==> src/rtl/gray_mem_arbiter.sv <==
// Two-client read arbiter for a gray-level image memory with quantum-limited ownership.
// Define GRAY_ARB_RR_EN for round-robin tie-break and symmetric quantum pre-emption.
module gray_mem_arbiter #(
    parameter int ADDR_W  = 14,
    parameter int DATA_W  = 8,
    parameter int QUANTUM = 16
) (
    input  logic              clk,
    input  logic              reset,
    input  logic              c0_req,
    input  logic [ADDR_W-1:0] c0_addr,
    output logic              c0_ready,
    output logic              c0_valid,
    output logic [DATA_W-1:0] c0_data,
    input  logic              c1_req,
    input  logic [ADDR_W-1:0] c1_addr,
    output logic              c1_ready,
    output logic              c1_valid,
    output logic [DATA_W-1:0] c1_data,
    output logic              mem_rd,
    output logic [ADDR_W-1:0] mem_addr,
    input  logic [DATA_W-1:0] mem_data,
    output logic              busy
);

    typedef enum logic [1:0] {IDLE, OWN0, OWN1} state_t;

    localparam logic [7:0] CNT_MAX = 8'(QUANTUM - 1);

    state_t     state;
    state_t     state_next;
    logic [7:0] cnt;
    logic       quantum_up;
    logic       tag_rd;
    logic       tag_owner;
`ifdef GRAY_ARB_RR_EN
    logic       last_owner;
`endif

    assign quantum_up = (cnt == CNT_MAX);

    always_comb begin
        state_next = state;
        case (state)
            IDLE: begin
                if (c0_req && c1_req) begin
`ifdef GRAY_ARB_RR_EN
                    state_next = last_owner ? OWN0 : OWN1;
`else
                    state_next = OWN0;
`endif
                end else if (c0_req) begin
                    state_next = OWN0;
                end else if (c1_req) begin
                    state_next = OWN1;
                end
            end
            OWN0: begin
                if (!c0_req) begin
                    state_next = c1_req ? OWN1 : IDLE;
`ifdef GRAY_ARB_RR_EN
                end else if (quantum_up && c1_req) begin
                    state_next = OWN1;
`endif
                end
            end
            OWN1: begin
                if (!c1_req) begin
                    state_next = c0_req ? OWN0 : IDLE;
                end else if (quantum_up && c0_req) begin
                    state_next = OWN0;
                end
            end
            default: state_next = IDLE;
        endcase
    end

    // Memory port follows the owner; returned data is steered by the registered tag.
    always_comb begin
        c0_ready = (state == OWN0);
        c1_ready = (state == OWN1);
        busy     = (state != IDLE);
        mem_rd   = 1'b0;
        mem_addr = '0;
        if (state == OWN0 && c0_req) begin
            mem_rd   = 1'b1;
            mem_addr = c0_addr;
        end else if (state == OWN1 && c1_req) begin
            mem_rd   = 1'b1;
            mem_addr = c1_addr;
        end
        c0_valid = tag_rd && !tag_owner;
        c1_valid = tag_rd && tag_owner;
        c0_data  = c0_valid ? mem_data : '0;
        c1_data  = c1_valid ? mem_data : '0;
    end

    always_ff @(posedge clk or posedge reset) begin
        if (reset) begin
            state     <= IDLE;
            cnt       <= 8'd0;
            tag_rd    <= 1'b0;
            tag_owner <= 1'b0;
        end else begin
            state     <= state_next;
            tag_rd    <= mem_rd;
            tag_owner <= (state == OWN1);
            if (state_next != state) begin
                cnt <= 8'd0;
            end else if (state != IDLE && cnt != CNT_MAX) begin
                cnt <= cnt + 8'd1;
            end
        end
    end

`ifdef GRAY_ARB_RR_EN
    // Only the round-robin tie-break needs to remember who owned the port last.
    always_ff @(posedge clk or posedge reset) begin
        if (reset) begin
            last_owner <= 1'b1;
        end else if (state_next != state) begin
            if (state_next == OWN0) begin
                last_owner <= 1'b0;
            end else if (state_next == OWN1) begin
                last_owner <= 1'b1;
            end
        end
    end
`endif

endmodule

==> config.mk <==
export PLATFORM = sky130hd
export DESIGN_NAME = gray_mem_arbiter
export DESIGN_NICKNAME = d
export VERILOG_FILES = /design/src/rtl/gray_mem_arbiter.sv
export SDC_FILE = /design/constraint.sdc
export NUM_CORES = 1
export LEC_CHECK = 0
export ABC_AREA = 1
export CAP_MARGIN = 0
export CELL_PAD_IN_SITES_DETAIL_PLACEMENT = 0
export CELL_PAD_IN_SITES_GLOBAL_PLACEMENT = 1
export CORE_ASPECT_RATIO = 0.5
export CORE_MARGIN = 8
export CORE_UTILIZATION = 22
export DETAILED_ROUTE_END_ITERATION = 12
export PLACE_DENSITY = 0.84
export REMOVE_ABC_BUFFERS = 1
export SETUP_SLACK_MARGIN = 0.3
export SKIP_CTS_REPAIR_TIMING = 1
export SLEW_MARGIN = 10
export SYNTH_ARGS = -nofsm -noshare
export SYNTH_HDL_FRONTEND = slang
export SYNTH_SLANG_ARGS = --single-unit
==> constraint.sdc <==
create_clock -name clk -period 1.7 [get_ports clk]
set_input_delay 0.255 -clock clk [delete_from_list [all_inputs] [get_ports clk]]
set_output_delay 0.255 -clock clk [all_outputs]
set_load 0.05 [all_outputs]
==> impl_metrics.env <==
export IMPL_status="finished clean"
export IMPL_die_area_um2=7492
export IMPL_ys_seq_area_frac=0.2804
export IMPL_fmax_mhz=623.1
export IMPL_tightestPinTransition_ns=0.4630
export IMPL_synth_cell_area_um2=1071
export IMPL_synth_seq_cells=12
export IMPL_portBuffers=75
export IMPL_crit_fanout=5
export IMPL_critPathKind="register to output pin"
export IMPL_critPathTopFamily="flip-flops"
export IMPL_vias=1421
export IMPL_grtUsageTotal=0.1088
export IMPL_syn_to_final_growth_pct=158.1
export IMPL_dp_cells=312
export IMPL_p_seq_frac=0.212
export IMPL_p_sw_frac=0.3919
export IMPL_antenna_cells=0
export IMPL_max_cap_viol_count=0
export IMPL_p_int_uw=917.6
export IMPL_synth_distinct_cells=28
export IMPL_preCtsSetupSlack_ns=-0.004420
export IMPL_hold_path_class="input pin to asynchronous set/reset pin"
export IMPL_slew_headroom=0.6910
export IMPL_row_count=18
export IMPL_grt_start_max_net_pins=16
export IMPL_cts_root_buffer="clkbuf_8"
export IMPL_dp_hpwl_um=3544
export IMPL_layout_nets=298
export IMPL_grt_pass1_wl_um=6734
export IMPL_ioPinCount=76
export IMPL_required_ns=1.44
export IMPL_syn_inst=163
export IMPL_slowest_delay_ns=0.45
export IMPL_drtPass1Iterations=4
export IMPL_layout_drive_gt1_share=0.5391
export IMPL_setup_viol=0
export IMPL_wl_um=4611
export IMPL_min_period_ns=1.605
export IMPL_crit_chain="nor2_4, buf_4, nand3_1, nand2_2, buf_12"
export IMPL_numCtsBuffers=3
export IMPL_worst_slack_ns=0.09506
export IMPL_grt_overflow=0
export IMPL_hold_violations=0
export IMPL_cts_sinks=12
export IMPL_coreArea_um2=4797
export IMPL_finalClockSkew_ns=0.005220
export IMPL_endpoint_kind="output pin"
export IMPL_yosysTopAreaCellShare=0.2804
export IMPL_syn_area_per_cell_um2=6.571
export IMPL_avgViaCountPerCell=4.359
export IMPL_antenna_found_initial=0
export IMPL_crit_arrival_ns=1.35
export IMPL_htreeDepth=1
export IMPL_drv_slew=0
export IMPL_grt_pass1_vias=1467
export IMPL_fin_cells=326
export IMPL_crit_buf_inv=2
export IMPL_cts_tree="yes"
export IMPL_initialDrtViolationCount=37
export IMPL_yosysTopAreaCell="dfrtp_1"
export IMPL_rsz0062_at_grt="true"
export IMPL_die_y_um=65.34
export IMPL_power_density_nw_per_um2=546.0
export IMPL_route_detailed_drc=0
export IMPL_clockBufferDepth=2
export IMPL_fin_crit_sh=0.9441
export IMPL_wl_per_cell_um=14.14
export IMPL_switchingPower_uw=591.5
export IMPL_clock_power_share=0.206
export IMPL_clk_latency_ns=0.24
export IMPL_power_static_leakage_uw=0.001189
export IMPL_synth_warnings=0
export IMPL_ir_worst_vdd_mv=0.2188
export IMPL_start_util=0.2233
export IMPL_die_width_um=114.7
export IMPL_ant_nets=0
export IMPL_synth_area_leaders="dfrtp_1, nand3_1, nand2_1"
export IMPL_crit_path_start_kind="register"
export IMPL_comb_power_share=0.582
export IMPL_cp_slowest_cell="dfrtp_2"
export IMPL_clkSlewWorstSetupHoldPaths_ns=0.05
export IMPL_place_gp_congestion=0.7543
## per-layer routing
layer  vias up  routed length, µm  GRT usage
met5         -                  0          0
met4         0                 20    0.02956
met3         3                220    0.02285
met2        36               2639     0.2160
met1       689               1731     0.1148
li1        693                  -          -
## per-stage QoR
stage	instance area (µm²)	total power [µW]	util	TNS (ns)	hold WS (ns)
2_1_floorplan	1036	656.9	-	-13.20	0.1197
3_3_place_gp	2310	1045	0.4815	0	0.5674
3_5_place_dp	2310	1055	0.4815	-0.008455	0.5856
4_1_cts	2365	1367	0.4930	-0.4326	0.3385
5_1_grt	2764	1573	0.5762	0	0.3743
6_report	2764	1509	0.5762	0	0.3178
## cells by family (layout without fill, tap and decap cells)
family          count (synthesis)  count (layout)  share of synthesized area
flops                          12              12                     0.2804
fa+ha+maj                       1               1                    0.01168
buf+inv                        30             123                     0.1192
xor+xnor                        4               4                    0.03272
compound gates                  5               5                    0.03037
simple gates                  111             111                     0.5257
## synthesized netlist by cell type
cell / instances
nor3_2: 1
nand2_1: 29
inv_2: 6
o22ai_1: 1
ha_1: 1
nand2_4: 2
dfrtp_1: 12
nor2_2: 12
nand4_2: 1
buf_1: 1
nand3_1: 35
nand3_2: 1
inv_4: 1
buf_2: 1
o21bai_1: 1
o21ai_0: 1
nor2_1: 23
nor2_4: 1
clkbuf_1: 2
nand2_8: 1
buf_6: 1
xor2_1: 3
buf_4: 1
inv_1: 17
a21oi_1: 1
nand2_2: 5
xnor2_1: 1
a21oi_2: 1
## flip-flops by register name, summed over array words and instances, names as in the netlist
name and flops:
cnt 8, tag_owner 1, tag_rd 1, state 2
## power groups by stage
| stage | Clock [µW] | Combinational [µW] | Sequential (µW) |
|---|---|---|---|
| after global routing | 327 | 924 | 322 |
| after detailed placement | 0 | 734 | 321 |
| final | 310 | 878 | 321 |
| after global placement | 0 | 725 | 320 |
| after floorplan | 0 | 336 | 321 |
| after CTS | 315 | 735 | 316 |
## path summary, 6_finish.rpt
path | startpoint | slack (ns) | depth (start not counted) | to
setup / recovery | state[1]$_DFF_PP0_ | 0.1 | 5 | mem_addr[3]
hold / removal | reset | 0.32 | 2 | tag_rd$_DFF_PP0_
setup reg to reg | cnt[0]$_DFFE_PP0P_ | 0.17 | 8 | cnt[0]$_DFFE_PP0P_
hold reg to reg | cnt[7]$_DFFE_PP0P_ | 0.60 | 3 | cnt[7]$_DFFE_PP0P_
max in group asynchronous | reset | 1.04 | 2 | state[0]$_DFF_PP0_
min in group clk | c1_req | 0.54 | 6 | state[1]$_DFF_PP0_
## cell type report
class / instances / area [µm²]
Fill cell: 404 / 2033
Timing Repair Buffer: 95 / 1315
Multi-Input combinational cell: 121 / 897.1
Sequential cell: 12 / 304.0
Inverter: 24 / 105.1
Tap cell: 70 / 87.58
Clock buffer: 4 / 55.05
## cell usage in the layout (no fill, tap or decap), types with 3 or more instances in the layout
cell	Yosys	layout
clkdlybuf4s50_1	0	37
buf_12	0	37
nor2_2	12	14
buf_6	1	5
xor2_2	0	3
dfrtp_1	12	9
dfrtp_2	0	3
inv_1	17	14
buf_4	1	13
clkbuf_8	0	4
nand2_1	29	16
nand3_1	35	31
inv_2	6	6
nand3_2	1	4
nor2_1	23	5
nor2_4	1	17
nand2_2	5	15
nand2_4	2	4
Note: power is estimated with default switching activity, not from simulation.
